`src/rtl/byte_frame_pkg.sv`:
```
// Shared types and constants for the receive-side byte framer.
package byte_frame_pkg;

   typedef enum logic [2:0] {
      ST_IDLE    = 3'd0,
      ST_LEN     = 3'd1,
      ST_PAYLOAD = 3'd2,
      ST_CHK     = 3'd3,
      ST_DRAIN   = 3'd4
   } frame_state_t;

   typedef enum logic [1:0] {
      ERR_NONE = 2'b00,
      ERR_LEN  = 2'b01,
      ERR_CHK  = 2'b10,
      ERR_TMO  = 2'b11
   } err_code_t;

   localparam logic [7:0]  SOF_DEFAULT = 8'hA5;
   localparam logic [15:0] CNT_MAX     = 16'hFFFF;

   // Saturating increment used by the good/error frame counters.
   function automatic logic [15:0] sat_inc(input logic [15:0] v);
      logic [15:0] r;
      if (v == CNT_MAX) begin
         r = v;
      end else begin
         r = v + 16'd1;
      end
      return r;
   endfunction

endpackage

```
`src/rtl/frame_buf.sv`:
```
// Payload store: one write port, one combinational read port, no reset.
module frame_buf
   import byte_frame_pkg::*;
#(
   parameter int DEPTH = 16,
   parameter int AW    = 4
) (
   input  logic          clk,
   input  logic          wr_en,
   input  logic [AW-1:0] wr_addr,
   input  logic [7:0]    wr_data,
   input  logic [AW-1:0] rd_addr,
   output logic [7:0]    rd_data
);

   logic [7:0] mem_r [DEPTH];

   // Capture one payload byte per accepted write.
   always_ff @(posedge clk) begin
      if (wr_en) begin
         mem_r[wr_addr] <= wr_data;
      end
   end

   assign rd_data = mem_r[rd_addr];

endmodule

```
`src/rtl/byte_frame_rx.sv`:
```
// Receive framer: hunts SOF, parses length/payload/XOR checksum, stores the
// payload and forwards it store-and-forward with valid/ready and last marker.
module byte_frame_rx
   import byte_frame_pkg::*;
#(
   parameter logic [7:0] SOF     = SOF_DEFAULT,
   parameter int         MAX_LEN = 16,
   parameter int         TIMEOUT = 255
) (
   input  logic        clk,
   input  logic        reset,
   input  logic        in_valid,
   input  logic [7:0]  in_data,
   output logic        in_ready,
   output logic        out_valid,
   output logic [7:0]  out_data,
   output logic        out_last,
   input  logic        out_ready,
   output logic        frame_done,
   output logic        frame_err,
   output logic [1:0]  err_code,
   output logic [15:0] frame_cnt,
   output logic [15:0] err_cnt
);

   localparam int AW = (MAX_LEN > 1) ? $clog2(MAX_LEN) : 1;
   localparam int TW = $clog2(TIMEOUT + 1);

   frame_state_t  state_r;
   err_code_t     err_code_r;
   logic [7:0]    len_r;
   logic [7:0]    chk_r;
   logic [7:0]    wr_idx_r;
   logic [7:0]    rd_idx_r;
   logic [TW-1:0] idle_cnt_r;
   logic          in_ready_r;
   logic          out_valid_r;
   logic          out_last_r;
   logic          frame_done_r;
   logic          frame_err_r;
   logic [15:0]   frame_cnt_r;
   logic [15:0]   err_cnt_r;

   logic          in_hs_s;
   logic          out_hs_s;
   logic          in_frame_s;
   logic          tmo_s;
   logic          len_bad_s;
   logic          last_pay_s;
   logic          wr_en_s;
   logic          err_hit_s;
   logic          good_s;
   err_code_t     err_kind_s;
   logic [7:0]    rd_data_s;

   assign in_hs_s    = in_valid & in_ready_r;
   assign out_hs_s   = out_valid_r & out_ready;
   assign in_frame_s = (state_r == ST_LEN) | (state_r == ST_PAYLOAD) | (state_r == ST_CHK);
   assign tmo_s      = in_frame_s & ~in_hs_s & (idle_cnt_r == TW'(TIMEOUT - 1));
   assign len_bad_s  = (in_data == 8'd0) | (in_data > 8'(MAX_LEN));
   assign last_pay_s = (wr_idx_r == (len_r - 8'd1));
   assign wr_en_s    = (state_r == ST_PAYLOAD) & in_hs_s;

   // Classify this cycle: abort reason (timeout wins) or checksum match.
   always_comb begin
      err_hit_s  = 1'b0;
      err_kind_s = ERR_NONE;
      good_s     = 1'b0;
      if (tmo_s) begin
         err_hit_s  = 1'b1;
         err_kind_s = ERR_TMO;
      end else if (in_hs_s && (state_r == ST_LEN) && len_bad_s) begin
         err_hit_s  = 1'b1;
         err_kind_s = ERR_LEN;
      end else if (in_hs_s && (state_r == ST_CHK) && (in_data != chk_r)) begin
         err_hit_s  = 1'b1;
         err_kind_s = ERR_CHK;
      end else if (in_hs_s && (state_r == ST_CHK)) begin
         good_s = 1'b1;
      end else begin
         good_s = 1'b0;
      end
   end

   // Framing FSM with registered handshake, pulse and error-code outputs.
   always_ff @(posedge clk or negedge reset) begin
      if (!reset) begin
         state_r      <= ST_IDLE;
         err_code_r   <= ERR_NONE;
         len_r        <= 8'd0;
         chk_r        <= 8'd0;
         wr_idx_r     <= 8'd0;
         rd_idx_r     <= 8'd0;
         idle_cnt_r   <= '0;
         in_ready_r   <= 1'b1;
         out_valid_r  <= 1'b0;
         out_last_r   <= 1'b0;
         frame_done_r <= 1'b0;
         frame_err_r  <= 1'b0;
      end else begin
         frame_done_r <= good_s;
         frame_err_r  <= err_hit_s;
         if (err_hit_s) begin
            state_r    <= ST_IDLE;
            err_code_r <= err_kind_s;
            wr_idx_r   <= 8'd0;
            chk_r      <= 8'd0;
            idle_cnt_r <= '0;
            in_ready_r <= 1'b1;
         end else begin
            case (state_r)
               ST_IDLE: begin
                  idle_cnt_r <= '0;
                  if (in_hs_s && (in_data == SOF)) begin
                     state_r <= ST_LEN;
                  end
               end
               ST_LEN: begin
                  if (in_hs_s) begin
                     idle_cnt_r <= '0;
                     len_r      <= in_data;
                     chk_r      <= in_data;
                     wr_idx_r   <= 8'd0;
                     state_r    <= ST_PAYLOAD;
                  end else begin
                     idle_cnt_r <= idle_cnt_r + TW'(1);
                  end
               end
               ST_PAYLOAD: begin
                  if (in_hs_s) begin
                     idle_cnt_r <= '0;
                     chk_r      <= chk_r ^ in_data;
                     if (last_pay_s) begin
                        wr_idx_r <= 8'd0;
                        state_r  <= ST_CHK;
                     end else begin
                        wr_idx_r <= wr_idx_r + 8'd1;
                     end
                  end else begin
                     idle_cnt_r <= idle_cnt_r + TW'(1);
                  end
               end
               ST_CHK: begin
                  // A handshake here without an error is a checksum match.
                  if (in_hs_s) begin
                     idle_cnt_r  <= '0;
                     chk_r       <= 8'd0;
                     rd_idx_r    <= 8'd0;
                     in_ready_r  <= 1'b0;
                     out_valid_r <= 1'b1;
                     out_last_r  <= (len_r == 8'd1);
                     state_r     <= ST_DRAIN;
                  end else begin
                     idle_cnt_r <= idle_cnt_r + TW'(1);
                  end
               end
               ST_DRAIN: begin
                  if (out_hs_s) begin
                     if (out_last_r) begin
                        rd_idx_r    <= 8'd0;
                        out_valid_r <= 1'b0;
                        out_last_r  <= 1'b0;
                        in_ready_r  <= 1'b1;
                        state_r     <= ST_IDLE;
                     end else begin
                        rd_idx_r   <= rd_idx_r + 8'd1;
                        out_last_r <= ((rd_idx_r + 8'd2) == len_r);
                     end
                  end
               end
               default: begin
                  state_r     <= ST_IDLE;
                  in_ready_r  <= 1'b1;
                  out_valid_r <= 1'b0;
                  out_last_r  <= 1'b0;
               end
            endcase
         end
      end
   end

   // Saturating good-frame and aborted-frame counters.
   always_ff @(posedge clk or negedge reset) begin
      if (!reset) begin
         frame_cnt_r <= 16'd0;
         err_cnt_r   <= 16'd0;
      end else begin
         if (good_s) begin
            frame_cnt_r <= sat_inc(frame_cnt_r);
         end
         if (err_hit_s) begin
            err_cnt_r <= sat_inc(err_cnt_r);
         end
      end
   end

   frame_buf #(
      .DEPTH (MAX_LEN),
      .AW    (AW)
   ) u_buf (
      .clk     (clk),
      .wr_en   (wr_en_s),
      .wr_addr (wr_idx_r[AW-1:0]),
      .wr_data (in_data),
      .rd_addr (rd_idx_r[AW-1:0]),
      .rd_data (rd_data_s)
   );

   assign in_ready   = in_ready_r;
   assign out_valid  = out_valid_r;
   assign out_last   = out_last_r;
   assign out_data   = out_valid_r ? rd_data_s : 8'd0;
   assign frame_done = frame_done_r;
   assign frame_err  = frame_err_r;
   assign err_code   = err_code_r;
   assign frame_cnt  = frame_cnt_r;
   assign err_cnt    = err_cnt_r;

endmodule

```
`config.mk`:
```
export PLATFORM = sky130hd
export DESIGN_NAME = byte_frame_rx
export DESIGN_NICKNAME = d
export VERILOG_FILES = /design/src/rtl/byte_frame_pkg.sv /design/src/rtl/frame_buf.sv /design/src/rtl/byte_frame_rx.sv
export SDC_FILE = /design/constraint.sdc
export NUM_CORES = 1
export LEC_CHECK = 0
export CAP_MARGIN = 20
export CELL_PAD_IN_SITES_DETAIL_PLACEMENT = 0
export CELL_PAD_IN_SITES_GLOBAL_PLACEMENT = 1
export CORE_MARGIN = 3
export CORE_UTILIZATION = 35
export CTS_CLUSTER_DIAMETER = 200
export DETAILED_ROUTE_END_ITERATION = 8
export PLACE_DENSITY_LB_ADDON = 0.1
export SYNTH_ARGS = -nofsm -noshare
export SYNTH_HDL_FRONTEND = slang
export SYNTH_SLANG_ARGS = --single-unit
```
`constraint.sdc`:
```
create_clock -name clk -period 6.1 [get_ports clk]
set_input_delay 1.22 -clock clk [delete_from_list [all_inputs] [get_ports clk]]
set_output_delay 1.22 -clock clk [all_outputs]
set_load 0.05 [all_outputs]
```
## Yosys cells after proc, flatten, opt, wreduce, memory -nomap -nowiden

Memories as Yosys holds them, arrays and structs flattened.
Index checks and enable logic that the tools add are counted.

| operators by class | value |
|---|---|
| add/subtract/negate cells | 7 |
| multipliers | 0 |
| divide/modulo/power cells | 0 |
| $lt $le $gt $ge | 1 |
| equality and inequality tests | 23 |
| shifts and indexed selects | 0 |
| mux-type cells | 50 |
| bitwise logic cells | 14 |
| reductions and logical operators | 23 |

Operators by type and width:

| cell | count |
|---|---|
| $mux W8 | 12 |
| $pmux W8 S2 | 3 |
| $add A16 B1 Y16 const B | 2 |
| $eq A16 B16 Y1 const B | 2 |
| $add A8 B1 Y8 const B | 3 |
| $mux W3 | 8 |
| $pmux W8 S3 | 1 |
| $ne A3 B3 Y1 const B | 7 |
| $mux W1 | 19 |
| $eq A8 B8 Y1 | 2 |
| $eq A8 B8 Y1 const B | 2 |
| $reduce_and A4 Y1 | 4 |
| $pmux W3 S5 | 1 |
| $pmux W1 S3 | 3 |
| $add A8 B2 Y8 const B | 1 |
| $eq A8 B1 Y1 const B | 1 |
| $gt A8 B5 Y1 const B | 1 |
| $logic_not A8 Y1 | 1 |
| $ne A8 B8 Y1 | 1 |
| $sub A8 B1 Y8 const B | 1 |
| $xor A8 B8 Y8 | 1 |
| $reduce_and A7 Y1 | 1 |
| $eq A3 B2 Y1 const B | 2 |
| $mux W2 | 3 |
| other kinds (16) | 36 |

| storage, ports and cells | value |
|---|---|
| bits in registers | 82 |
| bits in latches | 0 |
| RAM bits | 128 |
| memory bits (read-only) | 0 |
| input bits | 12 |
| output and inout port bits | 47 |
| logic and storage cells | 133 |
| memories | 1 |

Memory list:

| name | words | bits a word | rd ports | clocked after memory_dff | write ports | line | RTL |
|---|---|---|---|---|---|---|---|
| u_buf.mem_r | 16 | 8 | 1 | 0 | 1 | frame_buf.sv:16 | `logic [7:0] mem_r [DEPTH];` |

## Depth between registers and ports, before layout

Gate-level depths: netlist of the first run.

| depth | value |
|---|---|
| depth after elaboration | 8 |
| gate-level depth with buffers | 9 |
| gate-level depth less buffers | 8 |

## Modules after synthesis

From an unflattened synthesis of the first run, not the netlist that was laid out.

| second synthesis, totals | value |
|---|---|
| cell total of the unflattened synthesis | 727 |
| area total of the unflattened synthesis | 9863.2 um^2 |

Modules (own cells, without submodules):

| module | times used | cells an instance | area each (um^2) | seq. area each (um^2) |
|---|---|---|---|---|
| frame_buf | 1 | 221 | 4987.3 | 3843.7 |
| byte_frame_rx | 1 | 506 | 4875.9 | 2053.2 |

## Worst setup path after synthesis of the first run

No wires, ideal clock.

| timing | value |
|---|---|
| path kind | register to output |
| from | reg rd_idx_r[0] |
| to | out out_data[2] |
| arrival | 2.067 ns |
| slack | 2.813 ns |
| cell stages (with the launch flop) | 6 |
| buffers on the path | 2 |
| cells stage by stage | dfrtp_1 > buf_4 > buf_2 > mux4_2 > mux4_2 > and2_1 |

| between the ends | value |
|---|---|
| cells in the longest elaborated chain, start to end | 2 |

Ends and longest elaborated chain:

| what | line | RTL |
|---|---|---|
| from (decl) | byte_frame_rx.sv:34 | `logic [7:0] rd_idx_r;` |
| from (signal assigned) | byte_frame_rx.sv:166 | `rd_idx_r <= rd_idx_r + 8'd1;` |
| $mem_v2 Z16 W8 | n/a |  |
| $mux W8 | byte_frame_rx.sv:212 | `assign out_data = out_valid_r ? rd_data_s : 8'd0;` |
| to (decl) | byte_frame_rx.sv:16 | `output logic [7:0] out_data,` |

No other way between the ends.

## Final worst setup path of the first run

| timing | value |
|---|---|
| from | reg rd_idx_r[0] |
| to | out out_data[1] |

Same word-level chain as after synthesis.

==> results of run 1 <==
## path summary, 6_finish.rpt
check                      cells past startpoint                           to  slack (ns)
hold reg to reg                                1       err_cnt[6]$_DFFE_PN0P_        0.49
setup / recovery                               5                  out_data[1]        1.27
hold / removal                                 1       err_cnt[6]$_DFFE_PN0P_        0.49
min in group asynchronous                      1     frame_cnt[9]$_DFFE_PN0P_        0.68
max in group asynchronous                      2       err_cnt[5]$_DFFE_PN0P_        4.38
setup reg to reg                               4  u_buf.mem_r[7][4]$_DFFE_PP_        2.97
## layout make-up
type	instances	area (µm²)	share of cell area, %
clock buffers	35	746	6.35
clock inverters	12	164	1.39
inverters	14	52.6	0.447
multi-input cells	459	3770	32.1
flip-flops and latches	210	5900	50.2
well taps	372	465	3.96
repair buffers	68	653	5.56
## layout by cell type (no fill, tap or decap), drive strengths merged, types with 2 or more instances in the layout
cell             n
or3              2
xor2            29
clkbuf          35
o41ai            2
dfrtp           81
clkinv           6
nand2b           2
nand4           11
o21a             2
edfxtp         128
nor2b            7
bufinv           4
a2111oi          2
mux4            40
and2            20
o31ai            4
clkdlybuf4s50   57
o21ai           36
a22oi            3
nand4b           2
a31o             2
a31oi            6
mux2             9
ha              12
nand3           36
nor3            22
xnor2           28
nor2            35
and3            11
a21oi           12
inv             16
and4             8
nor4             9
nor4b           17
buf             11
or2              3
nand2           60
mux2i            3
a211oi           8
## stage by stage
step / worst slack [ns] / total power [mW]
2_1_floorplan: 2.81 / 1.55
3_3_place_gp: 1.77 / 1.59
6_report: 1.27 / 3.17
3_5_place_dp: 1.74 / 1.59
4_1_cts: 1.18 / 3.21
5_1_grt: 1.07 / 3.28
## state kept, by name, indices dropped and copies added (netlist names), 2 cells and up
name	flops
chk_r	8
err_cnt	16
err_code	2
frame_cnt	16
idle_cnt_r	8
len_r	8
rd_idx_r	8
state_r	3
u_buf.mem_r	128
wr_idx_r	8
## per-layer routing
| metal | wire, µm | up-vias |
|---|---|---|
| li1 | - | 2856 |
| met1 | 10900 | 3180 |
| met2 | 12300 | 132 |
| met3 | 791 | 34 |
| met4 | 534 | 0 |
| met5 | 0 | - |
## cells by family (layout without fill, tap and decap cells)
| logic type | count (synthesis) | after routing | share of synthesized area (%) |
|---|---|---|---|
| buffers and inverters | 49 | 129 | 2.48 |
| multiplexers | 52 | 52 | 10.4 |
| AO/OA/AOI/OAI | 87 | 87 | 6.05 |
| adder cells (fa/ha/maj) | 12 | 12 | 1.52 |
| XOR/XNOR | 58 | 58 | 5.35 |
| AND/OR/NAND/NOR | 250 | 250 | 14.5 |
| flip-flops | 210 | 210 | 59.6 |
## report_power, final
part | switching, mW | internal [mW]
Clock | 0.588 | 1.02
Sequential | 0 | 1.51
Combinational | 0.0362 | 0.0117
Total | 0.624 | 2.55
==> qor.yml, run 1 <==
status: "finished, final reports clean"
slew_headroom_pct: 26.8
hp-class: "register to register"
cts.path.max_buffers: 3
met3_usage_pct: 2.49
synth.ff_latch_count: 210
critPathArrivalTime_ns: 3.61
synthToLayoutAreaGrowth_pct: 18.8
die-area_mm2: 0.0303
tns_ns: 0
syn_avg_cell_area_um2: 13.8
fmax_mhz: 207
crit_start: "rd_idx_r[0]$_DFFE_PN0P_"
die_x_um: 174
use_met2_pct: 27.9
worstPathMaxFanout: 24
htreeDepth: 1
grt_pass1_wl_um: 39100
track_usage_pct: 16.4
cts_resized: 0
firstDrtPassIters: 5
async_flop_share_pct: 39.0
cp_top_family: "buffers and inverters"
synth_common_cells: "128 x edfxtp_1, 81 x dfrtp_1, 60 x nand2_1"
drtIter0Drc: 447
coreArea_mm2: 0.0273
yosysMostFrequentCell: "edfxtp_1"
synth_top_area_share_pct: 38.9
grt_max_degree: 47
cts_tree: "yes"
grt_most_used_layer: "met2"
period_minus_slack_ns: 4.83
r2r_start: "state_r[2]$_DFFE_PN0P_"
power_density_mw_per_mm2: 270
cts_setup_buffers: 0
hp-start: "err_cnt[6]$_DFFE_PN0P_"
dp.cells: 1123
place_area_mm2: 0.0108
worstSetupPathType: "register to output pin"
clockRootBuffer: "clkbuf_16"
rsz0062_at_grt: "false"
grtUsageMet1_pct: 22.1
fin_skew_ns: 0.0120
worst_pin_slew_ns: 1.10
syn_inst: 718
layout.nets: 803
die_y_um: 174
setup_violations: 0
stdcell_area_mm2: 0.0118
initial_utilization_pct: 36.2
slowest_stage: "dfrtp_2"
crit_path_cell_trace: "buf_4, mux4_2, mux4_2, and2_1, clkdlybuf4s50_1"
gp_congestion: 0.755
whs_ns: 0.493
startpoint_type: "register"
syn-num-nets: 742
synth_edf_count: 128
drc_errors: 0
hold_viol: 0
fillers: 2544
overflow: 0
rows: 60
diodes: 0
synth_cell_types: 71
cts_made_buffers: 26
cts_hold_buffers: 0
cp_common_cell: "mux4_2"
io_pins: 59
leakage_nw: 4.26
ant_nets: 0
utilization_pct: 43.0
synth_top_area_cell: "edfxtp_1"
maxSlewViolCount: 0
clock_latency_ns: 0.52
cp_num_buf_inv: 2
ys_seq_area_share_pct: 59.6
clkTransAtPathRegs_ns: 0.06
syn-cell-area_mm2: 0.00989
ys.warnings.count: 0
portBuffers: 58
wirelength_um: 24500
stdcell_count: 1170
dp_hpwl_um: 16000
antenna_found_initial: 0
drive_gt1_share_pct: 16.2
wire_per_inst_um: 21.0
period_share_pct: 79.2
via_per_inst: 5.30
synthTopCellsByArea: "edfxtp_1 39%, dfrtp_1 20%, mux4_2 9.1%"
vias: 6202
synth-main-ff-cell: "edfxtp_1"
clock-sinks: 210
cp-end-kind: "output pin"
worstPathRequired_ns: 4.88
cpPeakStageDelay_ns: 0.86
max-vdd-ir-drop_v: 0.000207
cap_viol_max_count: 0
grt_pass1_vias: 6554
(Power assumes the default switching activity.)
==> run 2, diff against run 1 <==
==> constraint.sdc (replaced) <==
create_clock -name clk -period 4.24 [get_ports clk]
set_input_delay 0.848 -clock clk [delete_from_list [all_inputs] [get_ports clk]]
set_output_delay 0.848 -clock clk [all_outputs]
set_load 0.05 [all_outputs]
==> qor.yml, run 2 (same netlist as run 1, synthesis figures left out) <==
via_per_inst: 5.31
stdcell_count: 1179
initial_utilization_pct: 36.2
grt_pass1_vias: 6540
diodes: 0
cts.path.max_buffers: 3
wire_per_inst_um: 20.7
dp_hpwl_um: 15800
cap_viol_max_count: 0
maxSlewViolCount: 0
tns_ns: 0
worstPathMaxFanout: 31
vias: 6256
fin_skew_ns: 0.0197
cts_made_buffers: 25
startpoint_type: "register"
clock_latency_ns: 0.53
stdcell_area_mm2: 0.0117
wirelength_um: 24400
crit_path_cell_trace: "buf_12, mux4_2, mux4_2, and2_1, clkdlybuf4s50_1"
die_x_um: 174
fillers: 2519
final_cell_mix: "128 x edfxtp_1, 80 x dfrtp_1, 60 x nand2_1"
p_total_mw: 4.22
clock-sinks: 210
cpPeakStageDelay_ns: 0.71
final_common_cell: "edfxtp_1"
period_share_pct: 96.3
place_ws_ns: 0.688
cts_tree: "yes"
drtIter0Drc: 359
portBuffers: 58
worstPathRequired_ns: 3.39
ant_nets: 0
largest_register: "u_buf.mem_r"
grt_pass1_wl_um: 38600
setup_slack_ns: 0.158
drc_errors: 0
period_minus_slack_ns: 4.08
leakage_nw: 4.23
antenna_found_initial: 1
slowest_stage: "clkdlybuf4s50_1"
multi_input_area_mm2: 0.00376
clockRootBuffer: "clkbuf_16"
dp.cells: 1133
cts_resized: 0
rsz0062_at_grt: "false"
slew_headroom_pct: 28.4
track_usage_pct: 16.1
fmax_mhz: 245
synthToLayoutAreaGrowth_pct: 18.1
power_density_mw_per_mm2: 361
hold_viol: 0
max-vdd-ir-drop_v: 0.000183
htreeDepth: 1
gp_congestion: 0.787
worst_pin_slew_ns: 1.07
clkTransAtPathRegs_ns: 0.06
final-seq-area_mm2: 0.00590
grt_max_degree: 64
hp-class: "primary input to async pin"
cp_common_cell: "mux4_2"
utilization_pct: 42.7
whs_ns: 0.448
setup_violations: 0
firstDrtPassIters: 5
io_pins: 59
die_y_um: 174
status: "finished, final reports clean"
rows: 60
coreArea_mm2: 0.0273
place_area_mm2: 0.0109
drive_gt1_share_pct: 16.6
worstSetupPathType: "register to output pin"
critPathArrivalTime_ns: 3.23
largest_reg_flops: 128
layout.nets: 812
die-area_mm2: 0.0303
cp-end-kind: "output pin"
cts_setup_buffers: 0
overflow: 0
cts_hold_buffers: 0
==> run 2: changes by cell type in the layout (fill, tap and decap cells not counted), sizes merged <==
cell | previous run | this run
buf | 11 | 21
bufinv | 4 | 0
clkinv | 6 | 8
clkinvlp | 0 | 2
inv | 16 | 15
==> run 2: final cells by class <==
type | instances | share of cell area, %
inverter | 14 | 0.450
clock buffer | 35 | 5.85
sequential | 210 | 50.5
timing repair buffer | 78 | 6.34
clock inverter | 11 | 0.632
tap | 372 | 3.99
multi-input combinational | 459 | 32.2
==> run 2: path summary, 6_finish.rpt <==
kind	start	endpoint	slack, ns	depth (start not counted)
worst max-delay path	rd_idx_r[0]$_DFFE_PN0P_	out_data[4]	0.16	5
worst min-delay path	reset	frame_cnt[9]$_DFFE_PN0P_	0.45	1
worst max register to register	state_r[0]$_DFFE_PN0P_	rd_idx_r[7]$_DFFE_PN0P_	1.35	5
worst min register to register	frame_cnt[6]$_DFFE_PN0P_	frame_cnt[6]$_DFFE_PN0P_	0.49	1
max in group asynchronous	reset	err_cnt[5]$_DFFE_PN0P_	2.95	2
min in group clk	frame_cnt[6]$_DFFE_PN0P_	frame_cnt[6]$_DFFE_PN0P_	0.49	1
==> run 2: where the power goes <==
part	internal (mW)	switching [mW]	total (mW)
clock network	1.13	0.839	1.97
registers	2.17	0	2.17
logic	0.0193	0.0553	0.0746
==> run 2: critical path: cells and delay by family (launching register included) <==
| family | cells | cell delay [ns] |
|---|---|---|
| flops | 1 | 0.47 |
| mux | 2 | 1.02 |
| buf+inv | 2 | 0.99 |
| simple gates | 1 | 0.19 |
==> run 2: per-layer routing <==
metal	global-route usage [%]	part of all wire, %
met5	0	0
met4	3.75	1.8
met3	2.42	4.2
met1	22.6	46
met2	26.6	48
==> run 3, diff against run 2 <==
--- a/config.mk
+++ b/config.mk
@@ -12,7 +12,9 @@
 export CORE_UTILIZATION = 35
 export CTS_CLUSTER_DIAMETER = 200
 export DETAILED_ROUTE_END_ITERATION = 8
+export HOLD_SLACK_MARGIN = 0.05
 export PLACE_DENSITY_LB_ADDON = 0.1
 export SYNTH_ARGS = -nofsm -noshare
 export SYNTH_HDL_FRONTEND = slang
+export SYNTH_HIERARCHICAL = 1
 export SYNTH_SLANG_ARGS = --single-unit
==> qor.yml, run 3 <==
largest_register: "u_buf/mem_r"
synth_top_area_cell: "edfxtp_1"
cts_setup_buffers: 0
portBuffers: 58
slowest_stage: "clkdlybuf4s50_1"
max-vdd-ir-drop_v: 0.000271
period_share_pct: 92.9
io_pins: 59
synth_top_area_share_pct: 39.0
worst_pin_slew_ns: 0.984
fin_skew_ns: 0.0153
synthToLayoutAreaGrowth_pct: 18.9
ant_nets: 0
rows: 60
track_usage_pct: 15.6
coreArea_mm2: 0.0273
syn-num-nets: 748
synth_edf_count: 128
slew_headroom_pct: 34.2
cts_made_buffers: 24
synth_common_cells: "128 x edfxtp_1, 81 x dfrtp_1, 51 x nor2_1"
hp-class: "primary input to async pin"
critPathArrivalTime_ns: 3.09
power_density_mw_per_mm2: 504
cts_hold_buffers: 0
clock-sinks: 210
leakage_nw: 4.29
initial_utilization_pct: 36.1
stdcell_area_mm2: 0.0117
clock_latency_ns: 0.52
rsz0062_at_grt: "false"
cts_resized: 0
period_minus_slack_ns: 3.94
place_area_mm2: 0.0109
fmax_mhz: 254
die_y_um: 174
firstDrtPassIters: 4
hold_viol: 0
wire_per_inst_um: 19.7
drc_errors: 0
cts.path.max_buffers: 3
clockRootBuffer: "clkbuf_16"
wirelength_um: 23600
cp-end-kind: "output pin"
place_ws_ns: 0.790
setup_violations: 0
synth-main-ff-cell: "edfxtp_1"
grt_pass1_vias: 6632
final_cell_mix: "128 x edfxtp_1, 80 x dfrtp_1, 57 x clkdlybuf4s50_1"
ys.warnings.count: 6
setup_slack_ns: 0.300
async_flop_share_pct: 39.0
drtIter0Drc: 422
status: "finished, final reports clean"
worstPathRequired_ns: 3.39
syn_inst: 727
gp_congestion: 0.767
synth_cell_types: 73
overflow: 0
grt_pass1_wl_um: 37800
dp_hpwl_um: 15900
crit_path_cell_trace: "buf_12, mux4_1, a22oi_1, nand2_1, and2_1, clkdlybuf4s50_1"
yosysMostFrequentCell: "edfxtp_1"
synth.ff_latch_count: 210
clkTransAtPathRegs_ns: 0.06
layout.nets: 829
drive_gt1_share_pct: 14.6
ys_seq_area_share_pct: 59.8
final_common_cell: "edfxtp_1"
grt_max_degree: 63
maxSlewViolCount: 0
largest_reg_flops: 128
syn-cell-area_mm2: 0.00986
worstPathMaxFanout: 32
htreeDepth: 1
die-area_mm2: 0.0302
startpoint_type: "register"
worstSetupPathType: "register to output pin"
vias: 6315
cap_viol_max_count: 0
cts_tree: "yes"
diodes: 0
via_per_inst: 5.27
tns_ns: 0
die_x_um: 174
syn_avg_cell_area_um2: 13.6
p_total_mw: 5.92
cpPeakStageDelay_ns: 0.70
synthTopCellsByArea: "edfxtp_1 39%, dfrtp_1 21%, mux4_2 4.1%"
antenna_found_initial: 0
-- run 3: layout make-up --
cell class	count	area, µm²
clock inverter	13	121
inverter	11	41.3
fill	2553	15600
tap	372	465
multi-input combinational	475	3720
timing repair buffer	86	813
sequential	210	5900
clock buffer	31	667
-- run 3: power by group --
group	leakage (nW)	internal (mW)	switching, mW	total, mW
Combinational	1.67	0.487	0.800	1.29
Clock	0.393	1.23	0.823	2.05
Sequential	2.23	2.33	0.250	2.58
-- run 3: path summary, 6_finish.rpt --
check | startpoint | end | slack [ns] | depth (start not counted)
max reg2reg | state_r[1]$_DFFE_PN0P_ | u_buf/mem_r[11][5]$_DFFE_PP_ | 1.05 | 5
min in group clk | err_cnt[5]$_DFFE_PN0P_ | err_cnt[5]$_DFFE_PN0P_ | 0.50 | 1
max in group asynchronous | reset | in_ready$_DFFE_PN1P_ | 2.90 | 2
max | rd_idx_r[0]$_DFFE_PN0P_ | out_data[3] | 0.30 | 6
min | reset | err_cnt[3]$_DFFE_PN0P_ | 0.44 | 1
min reg2reg | err_cnt[5]$_DFFE_PN0P_ | err_cnt[5]$_DFFE_PN0P_ | 0.50 | 1
-- run 3: critical path, delay by kind of cell (launching register included) --
kind / cells / cell delay (ns)
buffers and inverters: 2 / 0.98
muxes: 1 / 0.62
DFF: 1 / 0.44
and+or+nand+nor: 2 / 0.28
AOI/OAI and AO/OA: 1 / 0.22
-- run 3: kinds of logic after synthesis --
kind of cell | share of synthesized area (%)
compound gates | 8.39
xor+xnor | 5.24
fa+ha+maj | 1.14
buf+inv | 2.45
flops | 59.8
mux | 8.63
simple gates | 14.4
-- run 3: metal layers --
metal | vias up | GRT usage, % | share of wire [%]
met3 | 29 | 2.67 | 4.1
met4 | 0 | 3.35 | 1.8
met1 | 3217 | 20.8 | 45
li1 | 2927 | - | -
met5 | - | 0 | 0
met2 | 142 | 26.7 | 49
-- run 3: through the flow --
| stage | utilization [%] | std cells | hold slack, ns |
|---|---|---|---|
| after floorplan | - | 727 | 0.479 |
| after global placement | 40.0 | 1154 | 0.480 |
| after detailed placement | 40.0 | 1154 | 0.499 |
| after CTS | 42.9 | 1198 | 0.466 |
| after global routing | 42.9 | 1198 | 0.488 |
| final | 42.9 | 1198 | 0.435 |
==> RTL change, RTL diff (flow settings as in run 1) <==
Re-encode `frame_state_t` (5 states) as one-hot, 5 bits wide.
--- a/src/rtl/byte_frame_pkg.sv
+++ b/src/rtl/byte_frame_pkg.sv
@@ -3,8 +3,8 @@
 
-   typedef enum logic [2:0] {
-      ST_IDLE    = 3'd0,
-      ST_LEN     = 3'd1,
-      ST_PAYLOAD = 3'd2,
-      ST_CHK     = 3'd3,
-      ST_DRAIN   = 3'd4
+   typedef enum logic [4:0] {
+      ST_IDLE    = 5'b00001,
+      ST_LEN     = 5'b00010,
+      ST_PAYLOAD = 5'b00100,
+      ST_CHK     = 5'b01000,
+      ST_DRAIN   = 5'b10000
    } frame_state_t;
Check against the original RTL: same outputs for any inputs over 4 cycles, from zero or initial values and one cycle with reset low; so few cycles prove little.
==> RTL change against run 1 <==
Wire length down 2.9%; via count rose by 0.26%; worst setup slack improved by 0.17 ns; area after synthesis fell by 1.0%; cell area is 0.92% lower; sequential cell count increased by 2; global-route usage shrank 0.67 points; fmax is 3.7% higher.
Power is not compared: it rests on default switching activity, and its combinational part moved more than twofold at a synthesized area within 25%.
==> RTL change: results <==
metrics = {
    "sta": {
        "slew_headroom": 0.256,
        "holdWs_ns": 0.489,
        "finalClockSkew_ns": 0.0244,
    },
    "yosys": {
        "yosysSeqAreaShare": 0.608,
        "synthArstFlopShare": 0.396,
        "synth_top_cells_by_area": "edfxtp_1, dfrtp_1, mux4_2, xnor2_1, o21ai_0",
        "synth_top_area_frac": 0.393,
        "synthTopCellsByCount": "edfxtp_1, dfrtp_1, nand2_1",
        "yosysUniqueCellTypes": 53,
        "yosysWarnings": 0,
        "synthesis.nets": 763,
    },
    "layout": {
        "nets": 827,
        "drive_gt1_frac": 0.151,
        "largest_reg_flops": 128,
    },
    "hold_path": {
        "hp-class": "flop to flop",
        "whs_endpoint": "idle_cnt_r[7]$_DFFE_PN0P_",
        "hold_start": "idle_cnt_r[7]$_DFFE_PN0P_",
    },
    "clocking": {
        "cts_buffers": 25,
        "htreeDepth": 1,
    },
    "placement": {
        "routabilityCongestion": 0.765,
        "dp_hpwl_um": 15300,
        "portBuffers": 58,
    },
    "grt": {
        "grtUsageMet2": 0.271,
        "grt_use_met1": 0.211,
        "grt_max_degree": 72,
        "grt_util_all_layers": 0.157,
        "grtUsageMet3": 0.0247,
        "grt_pass1_vias": 6312,
        "grt_pass1_wl_um": 37200,
    },
    "worst_setup_path": {
        "cp-startpoint": "rd_idx_r[1]$_DFFE_PN0P_",
        "cp_slowest_cell": "dfrtp_2",
        "rrSetupSlack_ns": 2.65,
        "max_stage_delay_ns": 1.05,
        "path_max_fanout": 39,
        "rr_worst_depth": 5,
        "rr_endpoint": "u_buf.mem_r[5][2]$_DFFE_PP_",
        "timing.rr.start": "state_r[1]$_DFFE_PN0P_",
        "cp.arrival_ns": 3.44,
        "critPathCapture": "out_data[0]",
    },
    "die": {
        "start_util": 0.359,
    },
    "power": {
        "vdd_drop_max_v": 0.000146,
    },
    "run_status": {
        "status": "complete, no violations",
    },
    "drt": {
        "drt_wl_total_um": 23800,
        "viasPerCell": 5.21,
        "drt_iter0_drc": 413,
        "dr.pass1.iters": 7,
    },
}
==> RTL change: cell types whose count changed in the layout (fill, tap and decap cells not counted), moves of 10 or more <==
cell	before	now
nor4b_1	16	1
o21ai_1	13	0
o21ai_0	23	47
xor2_1	28	18
xnor2_1	28	42
nor2_1	33	48
==> RTL change: per-stage QoR <==
step | instance area (µm²) | cells | setup slack [ns]
2_1_floorplan | 9790 | 739 | 2.37
3_3_place_gp | 10800 | 1142 | 1.57
3_5_place_dp | 10800 | 1144 | 1.45
4_1_cts | 11600 | 1190 | 1.39
5_1_grt | 11600 | 1194 | 1.32
6_report | 11600 | 1194 | 1.44
==> RTL change: per-layer routing <==
| layer | wire (µm) | vias to the layer above |
|---|---|---|
| met5 | 0 | - |
| met4 | 292 | 0 |
| met3 | 865 | 22 |
| met2 | 11900 | 115 |
| met1 | 10700 | 3186 |
| li1 | - | 2895 |
==> RTL change: cells by family after synthesis <==
kind of cell,synth area share
adders and majority gates,0.0153
AOI/OAI and AO/OA,0.0661
xor gates and xnor gates,0.0537
muxes,0.101
buffers and inverters,0.0210
and+or+nand+nor,0.135
DFF,0.608
==> RTL change: final cells by class <==
cell class,instances,area [µm²]
Fill cell,2541,15600
Sequential cell,212,5950
Multi-Input combinational cell,478,3660
Timing Repair Buffer,70,699
Clock buffer,29,661
Tap cell,372,465
Clock inverter,17,151
Inverter,16,60.1
==> RTL change: critical path, delay by kind of cell (launching register included) <==
family                 cells  cell delay, ns
DFF                        1            1.05
muxes                      2            0.95
buffers and inverters      1            0.71
and+or+nand+nor            1            0.18
==> RTL change: report_power, final <==
part           internal [mW]  switching [mW]
sequential              1.53          0.0122
clock                  0.864           0.603
combinational         0.0335          0.0734
